## src/rtl/dmem_arbiter.sv

```systemverilog
// dmem_arbiter: shares the single-port data memory between the core's
// load/store port (priority) and a host preload/readback port.
// Host accesses use idle memory cycles; a starvation counter forces a host
// slot after MAX_WAIT refused cycles. Every host grant is followed by one
// HACK cycle that returns the ack and the registered read data.
// Optional build macro: DMEM_ARB_STATS_EN adds stat_cpu_stalls and
// stat_host_forced saturating counters.
module dmem_arbiter #(
    parameter int ADDR_W   = 6,
    parameter int DATA_W   = 32,
    parameter int MAX_WAIT = 4
) (
    input  logic              clk,
    input  logic              rst,
    input  logic              cpu_req,
    input  logic              cpu_we,
    input  logic [ADDR_W-1:0] cpu_addr,
    input  logic [DATA_W-1:0] cpu_wdata,
    output logic [DATA_W-1:0] cpu_rdata,
    output logic              cpu_stall,
    input  logic              host_req,
    input  logic              host_we,
    input  logic [ADDR_W-1:0] host_addr,
    input  logic [DATA_W-1:0] host_wdata,
    output logic              host_ack,
    output logic [DATA_W-1:0] host_rdata,
    output logic              mem_write,
    output logic [ADDR_W-1:0] mem_addr,
    output logic [DATA_W-1:0] mem_write_data,
    input  logic [DATA_W-1:0] mem_read_data
`ifdef DMEM_ARB_STATS_EN
    ,
    output logic [15:0]       stat_cpu_stalls,
    output logic [15:0]       stat_host_forced
`endif
);

    typedef enum logic {
        ARB  = 1'b0,
        HACK = 1'b1
    } state_t;

    localparam logic [3:0] MAX_WAIT_C = 4'(MAX_WAIT);

    state_t     state;
    logic [3:0] wait_cnt;
    logic       host_granted;

    // Grant and memory mux: host wins an idle slot or a starved slot, CPU otherwise.
    always_comb begin
        // NOTE: every output gets a default before any branch, so no path
        // leaves a signal unassigned and no latch is inferred.
        host_granted   = 1'b0;
        mem_addr       = cpu_addr;
        mem_write_data = cpu_wdata;
        mem_write      = cpu_req & cpu_we;
        // The host is never granted while in reset or in the ack cycle.
        if (!rst && state == ARB && host_req &&
            (!cpu_req || wait_cnt == MAX_WAIT_C)) begin
            host_granted   = 1'b1;
            mem_addr       = host_addr;
            mem_write_data = host_wdata;
            mem_write      = host_we;
        end
    end

    assign cpu_stall = cpu_req & host_granted;
    assign cpu_rdata = mem_read_data;

    // Arbitration FSM: grant -> HACK (ack + captured read data) -> ARB.
    always_ff @(posedge clk or posedge rst) begin
        // NOTE: registered state uses non-blocking assignments only, so every
        // register samples the pre-edge values regardless of statement order.
        if (rst) begin
            state      <= ARB;
            host_ack   <= 1'b0;
            host_rdata <= '0;
            wait_cnt   <= 4'd0;
        end else begin
            case (state)
                ARB: begin
                    if (host_granted) begin
                        state      <= HACK;
                        host_ack   <= 1'b1;
                        host_rdata <= mem_read_data;
                        wait_cnt   <= 4'd0;
                    end else begin
                        host_ack <= 1'b0;
                        if (!host_req) begin
                            wait_cnt <= 4'd0;
                        end else if (wait_cnt != MAX_WAIT_C) begin
                            wait_cnt <= wait_cnt + 4'd1;
                        end
                    end
                end
                HACK: begin
                    // A request held through the ack is a new one; it starts
                    // counting from the next ARB cycle.
                    state    <= ARB;
                    host_ack <= 1'b0;
                    if (!host_req) begin
                        wait_cnt <= 4'd0;
                    end
                end
                default: begin
                    state    <= ARB;
                    host_ack <= 1'b0;
                end
            endcase
        end
    end

`ifdef DMEM_ARB_STATS_EN
    // Saturating event counters for stalled CPU cycles and forced host grants.
    always_ff @(posedge clk or posedge rst) begin
        if (rst) begin
            stat_cpu_stalls  <= 16'd0;
            stat_host_forced <= 16'd0;
        end else begin
            if (cpu_stall && stat_cpu_stalls != 16'hFFFF) begin
                stat_cpu_stalls <= stat_cpu_stalls + 16'd1;
            end
            if (host_granted && cpu_req && stat_host_forced != 16'hFFFF) begin
                stat_host_forced <= stat_host_forced + 16'd1;
            end
        end
    end
`endif

endmodule

```

## config.mk

```make
export PLATFORM = sky130hd
export DESIGN_NAME = dmem_arbiter
export DESIGN_NICKNAME = d
export VERILOG_FILES = /design/src/rtl/dmem_arbiter.sv
export SDC_FILE = /design/constraint.sdc
export NUM_CORES = 1
export LEC_CHECK = 0
export ABC_AREA = 1
export CAP_MARGIN = 0
export CORE_ASPECT_RATIO = 0.8
export CORE_MARGIN = 2
export CORE_UTILIZATION = 31
export DETAILED_ROUTE_END_ITERATION = 6
export PLACE_DENSITY_LB_ADDON = 0.05
export SLEW_MARGIN = 20
export SYNTH_ARGS = -nofsm -noshare
export SYNTH_HDL_FRONTEND = slang
export SYNTH_SLANG_ARGS = --single-unit
```

## constraint.sdc

```tcl
create_clock -name clk -period 1.8 [get_ports clk]
set_clock_uncertainty 0.2 [all_clocks]
set_input_delay 0.18 -clock clk [delete_from_list [all_inputs] [get_ports clk]]
set_output_delay 0.18 -clock clk [all_outputs]
set_load 0.01 [all_outputs]
```

== Yosys cells after proc, flatten, opt, wreduce, memory -nomap -nowiden ==
Cells that the tools add are included.
Operators by class
  add/subtract/negate cells: 1
  equality and inequality tests: 4
  mux-type cells: 11
  bitwise logic cells: 3
  reductions and logical operators: 8
Operator list (count)
  $mux W32: 1
  $mux W4: 4
  $ne A4 B3 Y1 const B: 2
  $pmux W4 S2: 1
  $mux W6: 1
  $add A4 B1 Y4 const B: 1
  $eq A4 B3 Y1 const B: 1
  $reduce_and A2 Y1: 2
  $logic_and A1 B1 Y1: 3
  $mux W1: 3
  $and A1 B1 Y1: 2
  $logic_not A1 Y1: 2
  $ne A2 B2 Y1 const B: 1
  $pmux W1 S2: 1
  $logic_or A1 B1 Y1: 1
  $not A1 Y1: 1
Word-level totals
  bits in registers: 37
  bits of input ports: 114
  output and inout port bits: 105
  word-level logic and storage cells: 30

== Depth between registers and ports, before layout ==
Gate-level depths: netlist of the first run.
  depth after elaboration: 7
  mapped depth: 9
  mapped depth without buffers: 8

== Worst setup path before layout of the first run ==
Ideal clock, no wire load.
  path kind: flip-flop to output port
  from: register wait_cnt[0]
  to: output mem_addr[0]
  arrival: 1.315 ns
  data required time: 1.420 ns
  setup slack: 0.105 ns
  stages on the path, launching flop included: 10
  path buffers: 2
  path through: dfrtp_1 > inv_1 > ha_1 > nand3_1 > nand2_1 > nand2_2 > buf_6 > buf_6 > nand2_2 > nand2_1
On the way
  longest elaborated chain between the ends: 4
RTL lines
  start, declared: RTL line 46  | logic [3:0] wait_cnt;
  start signal, assigned: RTL line 92  | wait_cnt <= wait_cnt + 4'd1;
  $eq A4 B3 Y1: RTL line 59  | (!cpu_req || wait_cnt == MAX_WAIT_C)) begin
  $logic_or A1 B1 Y1: RTL line 59
  $logic_and A1 B1 Y1: RTL line 58  | if (!rst && state == ARB && host_req &&
  $mux W6: RTL line 58
  end, declared: RTL line 28  | output logic [ADDR_W-1:0] mem_addr,
Every way passes these cells.

== Worst setup path in the final report of the first run ==
  from: register wait_cnt[0]
  to: output mem_write_data[16]
On the way
  longest elaborated chain between the ends: 4
RTL lines
  $eq A4 B3 Y1: RTL line 59
  $logic_or A1 B1 Y1: RTL line 59
  $logic_and A1 B1 Y1: RTL line 58
  $mux W32: RTL line 58
  end, declared: RTL line 29  | output logic [DATA_W-1:0] mem_write_data,
Every way passes these cells.

==> results of run 1 <==
## state kept, by name, indices dropped and copies added, names as in the netlist
name,flops
host_rdata,32
wait_cnt,4
state,1
## final cells by class
class	instances	share of cell area, %
clock buffer	5	1.39
tap	90	2.28
inverter	8	0.709
multi-input combinational	242	24.3
timing repair buffer	256	52.1
sequential	37	18.7
clock inverter	3	0.430
## placed cells by master, fill, tap and decap left out
| cell | Yosys | final |
|---|---|---|
| sky130_fd_sc_hd__xor2_1 | 1 | 1 |
| sky130_fd_sc_hd__nand2_2 | 11 | 58 |
| sky130_fd_sc_hd__buf_4 | 39 | 14 |
| sky130_fd_sc_hd__ha_1 | 2 | 1 |
| sky130_fd_sc_hd__inv_6 | 0 | 1 |
| sky130_fd_sc_hd__inv_2 | 0 | 2 |
| sky130_fd_sc_hd__nor3_2 | 0 | 1 |
| sky130_fd_sc_hd__clkbuf_16 | 0 | 4 |
| sky130_fd_sc_hd__buf_6 | 6 | 11 |
| sky130_fd_sc_hd__buf_16 | 0 | 4 |
| sky130_fd_sc_hd__inv_1 | 7 | 5 |
| sky130_fd_sc_hd__nand2_4 | 0 | 10 |
| sky130_fd_sc_hd__clkbuf_8 | 0 | 5 |
| sky130_fd_sc_hd__buf_2 | 2 | 35 |
| sky130_fd_sc_hd__buf_8 | 0 | 4 |
| sky130_fd_sc_hd__buf_12 | 0 | 6 |
| sky130_fd_sc_hd__nand3_4 | 0 | 1 |
| sky130_fd_sc_hd__dfrtp_1 | 37 | 37 |
| sky130_fd_sc_hd__clkdlybuf4s50_1 | 0 | 178 |
| sky130_fd_sc_hd__nand4_1 | 5 | 5 |
| sky130_fd_sc_hd__nand2_1 | 212 | 155 |
| sky130_fd_sc_hd__nor2_1 | 3 | 3 |
| sky130_fd_sc_hd__nand3_1 | 7 | 6 |
| sky130_fd_sc_hd__clkinv_2 | 0 | 1 |
| sky130_fd_sc_hd__clkinv_4 | 0 | 1 |
| sky130_fd_sc_hd__clkinvlp_4 | 0 | 1 |
| sky130_fd_sc_hd__ha_4 | 0 | 1 |
## through the flow
stage	hold WS, ns	total power, mW	cell area, um^2
2_1_floorplan	0.0896	1.50	2310
5_1_grt	0.0585	3.12	4940
3_3_place_gp	0.261	2.26	4400
4_1_cts	0.0122	2.91	4660
3_5_place_dp	0.264	2.27	4400
6_report	0.0378	2.95	4940
## routing by layer
| layer | track usage (%) | vias to the layer above |
|---|---|---|
| li1 | - | 1413 |
| met1 | 25.6 | 1291 |
| met5 | 0 | - |
| met2 | 33.7 | 113 |
| met3 | 5.94 | 10 |
| met4 | 4.52 | 0 |
## kinds of logic after synthesis
family / synth area share, %
flip-flops: 40.1
adder cells (fa/ha/maj): 1.08
buffers and inverters: 17.4
XOR/XNOR: 0.379
AND/OR/NAND/NOR: 41.0
## worst min-delay path by stage
| stage | startpoint | endpoint | slack (ns) | depth (start not counted) |
|---|---|---|---|---|
| global route | rst | wait_cnt[3] | 0.06 | 3 |
| finish | rst | wait_cnt[3] | 0.04 | 3 |
| floorplan | mem_read_data[0] | host_rdata[0] | 0.09 | 2 |
| global placement | host_rdata[8] | host_rdata[8] | 0.26 | 2 |
| CTS | rst | wait_cnt[3] | 0.01 | 3 |
| detailed placement | host_rdata[9] | host_rdata[9] | 0.26 | 2 |
## critical path: stages (launching register included)
cell and delay, ns:
sky130_fd_sc_hd__dfrtp_1 0.40, sky130_fd_sc_hd__inv_2 0.09, sky130_fd_sc_hd__ha_4 0.15, sky130_fd_sc_hd__nand3_4 0.08, sky130_fd_sc_hd__nand2_4 0.07, sky130_fd_sc_hd__nand2_4 0.06
sky130_fd_sc_hd__buf_8 0.15, sky130_fd_sc_hd__clkbuf_16 0.16, sky130_fd_sc_hd__nand2_2 0.06, sky130_fd_sc_hd__nand2_1 0.07, sky130_fd_sc_hd__buf_2 0.14
## power breakdown
part / internal, mW / switching, mW
clock network: 0.275 / 0.325
logic: 0.779 / 0.528
registers: 0.970 / 0.0771
total: 2.02 / 0.931
## repair_timing
item | 4_1_cts | 5_1_grt
endpoints found under the setup margin | 69 | 72
pin swaps | 3 | 9
setup buffers | 10 | 4
gates cloned | 6 | 5
gates resized for setup | 203 | 69
==> results.md, run 1 <==
- In the post-route analysis, the smallest setup slack over all paths is -0.316 ns.
- The total count of max-transition violations in the final report is 0.
- For this run, asynchronously set or reset flops after synthesis account for 100%.
- Entering global routing, the biggest net connects 37 pins.
- 219 I/O pins were placed.
- Counting flops and latches in the post-synthesis netlist gives 37.
- The critical path ends at mem_write_data[16].
- Counting instances in the post-synthesis netlist gives the leading cell types as sky130_fd_sc_hd__nand2_1 (212), sky130_fd_sc_hd__buf_4 (39), sky130_fd_sc_hd__dfrtp_1 (37), sky130_fd_sc_hd__nand2_2 (11).
- The number of hold violations in the final report is 0.
- The wire length of the first global-routing pass is 12800 um.
- In this run the tightest slew margin relative to its limit is 79.0%.
- Synthesis produced a netlist with a net count of 450.
- The first-iteration detailed-routing DRC count is 89.
- For this design the static power due to leakage is 2.45 nW.
- The share of final-layout standard cells stronger than drive strength 1 is 29.0%.
- The number of enable flip-flop cells after synthesis is 0.
- Counting distinct cell types in the post-synthesis netlist gives 14.
- After layout, the minimum clock period comes to 2.12 ns.
- TritonCTS built the clock tree.
- The most instantiated library cell after synthesis is sky130_fd_sc_hd__nand2_1.
- The starting utilization of the core area is 31.5%.
- The start point of the critical path is wait_cnt[0].
- The endpoint identified for the worst register-to-register timing path is host_rdata[21].
- The placed wire-length estimate after detailed placement is 6240 um.
- Registers take 926 um^2.
- The biggest area contributor in the post-synthesis netlist is sky130_fd_sc_hd__dfrtp_1.
- The maximum clock rate is 473 MHz.
- The post-detailed-routing wire length is 9140 um.
- Sorting the synthesized cells by area gives the leading types as sky130_fd_sc_hd__dfrtp_1 (40%), sky130_fd_sc_hd__nand2_1 (34%), sky130_fd_sc_hd__buf_4 (13%), sky130_fd_sc_hd__nand2_2 (3.0%), sky130_fd_sc_hd__buf_6 (2.9%).
- The launching point of the worst reg2reg path is wait_cnt[0].
- The clock insertion delay at the later pin of the skew report is 0.29 ns.
- Input and output buffers added on the ports amount to 218.
- The required time at the worst-slack endpoint is 1.42 ns.
- The total clock buffers created by CTS is 5.
- The number of clock sinks is 37.
- The count of nets left with antenna violations once routing finished came out at 0.
- The via count of the first global-routing pass is 2585.
- Relative to the synthesized area, the layout overhead comes to 114%.
- The cts-stage hold buffer count is 0.
- The tree is rooted in a sky130_fd_sc_hd__clkbuf_8.
- In the final routing, the length of wire on met1 measures 3740 um.
- The final reports fail on negative setup slack.
- The maximum net fanout on the critical path is 5.
- The synthesis warning total is 0.
- After synthesis, the mean cell area works out to 6.92 um^2.
- The synthesized design devotes to its leading area cell type 40.1% of total area.
- The wire length on met2 is 4570 um.
- The register area share after synthesis is 40.1%.
- The total placed cells including tap cells is 612.
- At the worst endpoint, the arrival time is 1.74 ns.
- The clock passes through at most 2 buffers.
- The area of the die is 8160 um^2.
- The standard cell core area is 7320 um^2.
- The length in cells of the worst reg-to-reg path is 12.
- The initial antenna violation count came to 0.
- The detailed-routed wire length on met3 is 721 um.
- The most used flip-flop cell after synthesis is sky130_fd_sc_hd__dfrtp_1.
- The remaining global-route overflow is 0.
- The filler cells instantiated in the layout total 630.
- The setup slack on the worst flop-to-flop path is -0.05 ns.
- The critical path is of the flip-flop to output port type.
- The congestion estimate from routability-driven global placement came to 0.753.
- The capturing element type of the critical path is an output port.
- The count of maximum capacitance violations is 0.
- The pre-CTS setup slack is -0.557 ns.
- The highest metal layer carrying signal wires in the routed design is met4.
- From bottom edge to top edge, the die measures 81.2 um.
- The repair_antennas step left the layout with diodes totalling 0.
- The final layout contains 666 nets.
- The run finished, with violations left.
- The width of the die is 101 um.
- Across all layers, the routed design uses 2827 vias.
- The actual slew at the worst max-slew pin is 0.313 ns.
- The total negative slack for setup checks is -11.41 ns.
- The total power per unit cell area is 598 nW/um^2.
- The worst min-delay path category is input port to async pin.
- In the final layout, the multi-input gates occupy 1200 um^2.
- The share of the clock period used by the worst path is 118%.
- Global routing used 20.0% of the available tracks across all layers.
- The post-route DRC violation count is 0.
- In the final routed layout, each cell accounts on average for 14.3 um.
- Cells fill 67.5% of the core in the end.
- IR analysis of the VDD net gives a maximum drop of 0.442 mV.
- Row generation in the floorplan step produced 28 rows.
- Synthesis produced 334 cells.
- In the routed layout, each cell is associated on average with a via count of 4.41.
- Leaving out filler cells and counting taps, the final layout contains 641.
- The maximum level of the CTS H-tree is 2.
- The worst setup path is launched from a flip-flop.
- The clock-pin transition on the worst setup and hold timing paths is 0.08 ns.
- The post-synthesis instance area is 2310 um^2.
- Setup repair after global routing could not meet its margin everywhere.
- Setup violations remaining at the end of the flow were counted as 70.
- The first-pass iteration count of the detailed router is 4.
Note: power is estimated with default switching activity, not from simulation.
==> inputs of run 2 (changes only) <==
--- a/config.mk
+++ b/config.mk
@@ -9,7 +9,7 @@
 export CAP_MARGIN = 0
 export CORE_ASPECT_RATIO = 0.8
 export CORE_MARGIN = 2
-export CORE_UTILIZATION = 31
+export CORE_UTILIZATION = 30
 export DETAILED_ROUTE_END_ITERATION = 6
 export PLACE_DENSITY_LB_ADDON = 0.05
 export SLEW_MARGIN = 20
==> constraint.sdc (replaced) <==
create_clock -name clk -period 1.8 [get_ports clk]
set_clock_uncertainty 0.2 [all_clocks]
set_input_delay 0.18 -clock clk [delete_from_list [all_inputs] [get_ports clk]]
set_output_delay 0.18 -clock clk [all_outputs]
set_load 0.1 [all_outputs]
==> run 2 against run 1 <==
- the run now fails in global routing
- synthesized cell count unchanged
- synthesized area unchanged
==> results.md, run 2 <==
- The run stopped with a tool error.
- The stage where the run ended is global routing.
- The first error in the log reads "[ERROR GRT-0232] Routing congestion too high. Check the congestion heatmap in the GUI".
- Ranked by instance count, the synthesized netlist is headed by sky130_fd_sc_hd__nand2_1 (212), sky130_fd_sc_hd__buf_4 (39), sky130_fd_sc_hd__dfrtp_1 (37), sky130_fd_sc_hd__nand2_2 (11).
- The total clock buffers created by CTS is 5 (unchanged).
- The number of clock sinks is 37 (unchanged).
- The post-synthesis instance area is 2310 um^2 (unchanged).
- The per-instance average area after synthesis came to 6.92 um^2 (unchanged).
- The synthesized netlist cell count is 334 (unchanged).
- The dominant synthesized flop cell is sky130_fd_sc_hd__dfrtp_1.
- The number of nets in the synthesized netlist was 450 (unchanged).
- The cts-stage hold buffer count is 0 (unchanged).
- The remaining global-route overflow is 130.
- The maximum number of pins on one net before global-route repair is 22.
- The largest buffer count on any clock path is 2 (unchanged).
- The total I/O pin count is 219 (unchanged).
- Yosys attributes the largest share of cell area to sky130_fd_sc_hd__dfrtp_1 (40%), sky130_fd_sc_hd__nand2_1 (34%), sky130_fd_sc_hd__buf_4 (13%), sky130_fd_sc_hd__nand2_2 (3.0%), sky130_fd_sc_hd__buf_6 (2.9%).
- The fraction of synthesized cell area taken by the top area cell type was 40.1% (unchanged).
- The row count came to 28 (unchanged).
- In this run the clock root is driven by a sky130_fd_sc_hd__clkbuf_8.
- sky130_fd_sc_hd__nand2_1 is the most common cell in the netlist.
- The synthesis warning total was 0 (unchanged).
- The synthesis-stage register bit count is 37 (unchanged).
- The count of buffers inserted at the top-level ports is 218 (unchanged).
- The total placed cells including tap cells is 640 (+4.6%).
- sky130_fd_sc_hd__dfrtp_1 takes more of the synthesized area than any other cell.
- Once global-route timing repair stopped, the endpoint with the least setup slack was mem_write_data[3].
- The classification of the worst endpoint is an output port.
- The final weighted congestion in routability-driven placement is 0.807 (+7.2%).
- The number of enable flip-flop cells after synthesis is 0 (unchanged).
- The register area share after synthesis is 40.1% (unchanged).
- The maximum level of the CTS H-tree is 2 (unchanged).
- The fraction of registers with async set/reset is 100% (unchanged).
- The width of the die came to 102 um (+1.6%).
- The global-route usage over all layers is 75.6%.
- The placed wire-length estimate after detailed placement is 9470 um (+52%).
- The starting utilization of the core area is 31.1% (-0.45 points).
- The die extent in y is 82.5 um (+1.6%).
- The distinct cell type count of the synthesized netlist is 14 (unchanged).
[run 2: cell counts after synthesis]
No cell type changed its count.
[run 2: metal layers]
layer	GRT usage (%)	GRT overflow
met1	70.5	0
met2	99.4	86
met3	53.4	0
met4	88.7	44
met5	13.5	0
[run 2: what timing repair did]
action	4_1_cts
cloned	5
resized for setup	121
setup endpoints to repair	67
setup buffers	14
pin swaps	10
[run 2: kinds of logic after synthesis]
kind of cell,count (synthesis),synth area share [%]
fa+ha+maj,2,1.08
simple gates,239,41.0
buf+inv,55,17.4
xor+xnor,1,0.379
flops,37,40.1
[run 2: stage by stage]
stage | TNS, ns | cell area, um^2 | util [%] | hold WS, ns | setup slack, ns
3_5_place_dp | -10.62 | 6340 | 85.3 | 0.332 | -0.271
2_1_floorplan | -2.94 | 3030 | - | 0.0896 | -0.110
4_1_cts | -17.96 | 7170 | 96.5 | 0.141 | -0.462
3_3_place_gp | -9.86 | 6340 | 85.3 | 0.324 | -0.244
==> inputs of run 3 (changes only) <==
--- a/config.mk
+++ b/config.mk
@@ -7,11 +7,10 @@
 export LEC_CHECK = 0
 export ABC_AREA = 1
 export CAP_MARGIN = 0
-export CORE_ASPECT_RATIO = 0.8
 export CORE_MARGIN = 2
-export CORE_UTILIZATION = 30
+export CORE_UTILIZATION = 20
 export DETAILED_ROUTE_END_ITERATION = 6
-export PLACE_DENSITY_LB_ADDON = 0.05
+export PLACE_DENSITY_LB_ADDON = 0.15
 export SLEW_MARGIN = 20
 export SYNTH_ARGS = -nofsm -noshare
 export SYNTH_HDL_FRONTEND = slang
==> run 3 against run 2 <==
- the flow now finishes, with violations (negative setup slack)
==> results.md, run 3 (same netlist as run 1, synthesis figures left out) <==
- The flow ran to the end, but the final reports show violations.
- The final reports fail on negative setup slack.
- The critical path in this run is classified as flip-flop to output port.
- STA classifies the critical path startpoint as a flip-flop.
- The standard cell core area is 11300 um^2.
- The via count normalized by instance count is 4.20.
- After routing the design area is 7270 um^2.
- In this run the worst path has a maximum fanout of 8.
- The remaining global-route overflow is 0.
- The die extent in y was 111 um (+35%).
- The worst setup path is captured at an output port.
- The number of antenna diodes in the final layout is 0.
- The number of clock sinks came to 37 (unchanged).
- The maximum resistive drop on vdd is 0.545 mV.
- Leaving out fill and tap cells, the most frequent cell in the layout is sky130_fd_sc_hd__nand2_1.
- TritonCTS built the clock tree.
- The cts-stage hold buffer count is 0 (unchanged).
- The actual slew at the worst max-slew pin is 0.371 ns.
- The die covers 12400 um^2.
- The placed wire-length estimate after detailed placement is 7400 um (-22%).
- The library cells used most frequently in the layout, excluding fill and tap cells, are sky130_fd_sc_hd__nand2_1 (114), sky130_fd_sc_hd__clkdlybuf4s50_1 (113), sky130_fd_sc_hd__buf_12 (110), sky130_fd_sc_hd__nand2_8 (52), sky130_fd_sc_hd__nand2_4 (38).
- The largest buffer count on any clock path is 2 (unchanged).
- In the final timing run, aggregate negative setup slack is -14.30 ns.
- The placement-stage cell area is 6290 um^2 (-0.75%).
- Hold is met by 0.107 ns.
- The largest registers in the layout are host_rdata x32, wait_cnt x4, state x1.
- STA puts the critical path data required time at 1.42 ns.
- The wire length of the first global-routing pass is 15900 um.
- The start point of the critical path is wait_cnt[1].
- The number of routed nets with antenna violations is 0.
- The row count was 39 (+39%).
- The clock-pin transition on the worst setup and hold timing paths is 0.06 ns.
- The register with the highest flop count is host_rdata.
- The maximum level of the CTS H-tree came to 2 (unchanged).
- In this run the static leakage power is 3.33 nW.
- The footprint of the multi-input gates is 2170 um^2.
- The worst path uses 120% of the clock period.
- The initial antenna violation count is 0.
- Of the cells placed in the final design, the portion with a size suffix greater than 1 is 48.9%.
- The net count reported at finish is 667.
- The total count of max-transition violations in the final report is 0.
- The total I/O pin count is 219 (unchanged).
- After filler insertion, the fill cell instance count of the layout stands at 881.
- Detailed routing inserted a total of 2918 vias.
- Across the run, the number of max-cap violations was 0.
- The clock insertion delay at the later pin of the skew report is 0.28 ns.
- The starting utilization of the core area was 20.4% (-11 points).
- Setup repair after global routing could not meet its margin everywhere.
- The post-route DRC violation count is 0.
- Before antenna repair, the detailed router went through 4 iterations.
- Across every metal layer, demand over resource in global routing totals 15.6%.
- The maximum number of pins on one net before global-route repair is 29.
- The total clock buffers created by CTS is 5 (unchanged).
- Dividing total power by cell area gives a power density of 804 nW/um^2.
- The number of flip-flops in the largest register is 32.
- The max-slew headroom at the worst pin is 75.3%.
- The launching point of the worst reg2reg path is wait_cnt[1].
- Power comes to 5.84 mW.
- After layout, the worst setup slack is -0.367 ns.
- The final weighted congestion in routability-driven placement is 0.831 (+2.9%).
- Across the whole layout, storage elements account for 930 um^2.
- The arrival time of the worst setup path is 1.79 ns.
- The synthesis-to-layout area growth is 215%.
- The post-detailed-routing wire length is 10200 um.
- The final routed wire length divided by cell count is 14.6 um.
- The worst min-delay path category is input port to async pin.
- For the finished layout, the period the worst path requires is 2.17 ns.
- The count of buffers inserted at the top-level ports was 218 (unchanged).
- The buffer type at the clock tree root is sky130_fd_sc_hd__clkbuf_16.
- The number of hold violations in the final report came to 0.
- The via count of the first global-routing pass is 3194.
- The worst register-to-register path has a depth of 10.
- The first-iteration detailed-routing DRC count is 106.
- The width of the die is 111 um (+9.2%).
- The maximum clock rate is 461 MHz.
- The total of endpoints with negative setup slack in the final report is 55.
==> run 3: layout make-up <==
type / count / area share, %
Clock buffer: 5 / 1.72
Timing Repair Buffer: 257 / 52.2
Multi-Input combinational cell: 242 / 29.9
Clock inverter: 3 / 0.241
Sequential cell: 37 / 12.8
Tap cell: 143 / 2.46
Inverter: 8 / 0.688
==> run 3: where the power goes <==
group	internal (mW)	switching, mW
logic	1.46	2.42
registers	0.974	0.150
clock network	0.507	0.336
==> run 3: worst paths after layout <==
kind                                          end  slack (ns)
worst max-delay path            mem_write_data[2]       -0.37
worst min-delay path                        state        0.11
worst max register to register     host_rdata[12]       -0.03
worst min register to register     host_rdata[14]        0.34
max in group asynchronous             wait_cnt[3]        0.72
min in group clk                   host_rdata[29]        0.33
==> run 3: worst max-delay path, stage by stage, from the launching register on <==
cell and delay, ns:
sky130_fd_sc_hd__dfrtp_1 0.38, sky130_fd_sc_hd__inv_2 0.08, sky130_fd_sc_hd__ha_4 0.14, sky130_fd_sc_hd__nand3_4 0.07
sky130_fd_sc_hd__nand2_4 0.09, sky130_fd_sc_hd__nand2_8 0.11, sky130_fd_sc_hd__inv_16 0.13, sky130_fd_sc_hd__clkbuf_16 0.19
sky130_fd_sc_hd__nand2_4 0.08, sky130_fd_sc_hd__nand2_8 0.06, sky130_fd_sc_hd__buf_12 0.16
==> run 3: what timing repair did <==
action / in CTS / in global routing
buffers inserted: 8 / 4
resized for setup: 73 / 59
pin swaps: 8 / 2
gates cloned: 4 / 5
endpoints found under the setup margin: 46 / 72
==> run 3: per-layer routing <==
| metal | wire length, um | track usage [%] | part of all wire, % | vias to the layer above |
|---|---|---|---|---|
| li1 | - | - | - | 1418 |
| met1 | 3760 | 18.0 | 37 | 1342 |
| met2 | 5380 | 28.1 | 53 | 146 |
| met3 | 881 | 5.06 | 8.7 | 12 |
| met4 | 134 | 3.46 | 1.3 | 0 |
| met5 | 0 | 0 | 0 | - |
==> run 3: through the flow <==
stage	util, %	instances	setup slack (ns)
2_1_floorplan	-	334	-0.110
3_3_place_gp	55.6	672	-0.228
3_5_place_dp	55.6	672	-0.263
4_1_cts	61.0	691	-0.401
5_1_grt	64.2	695	-0.437
6_report	64.2	695	-0.367
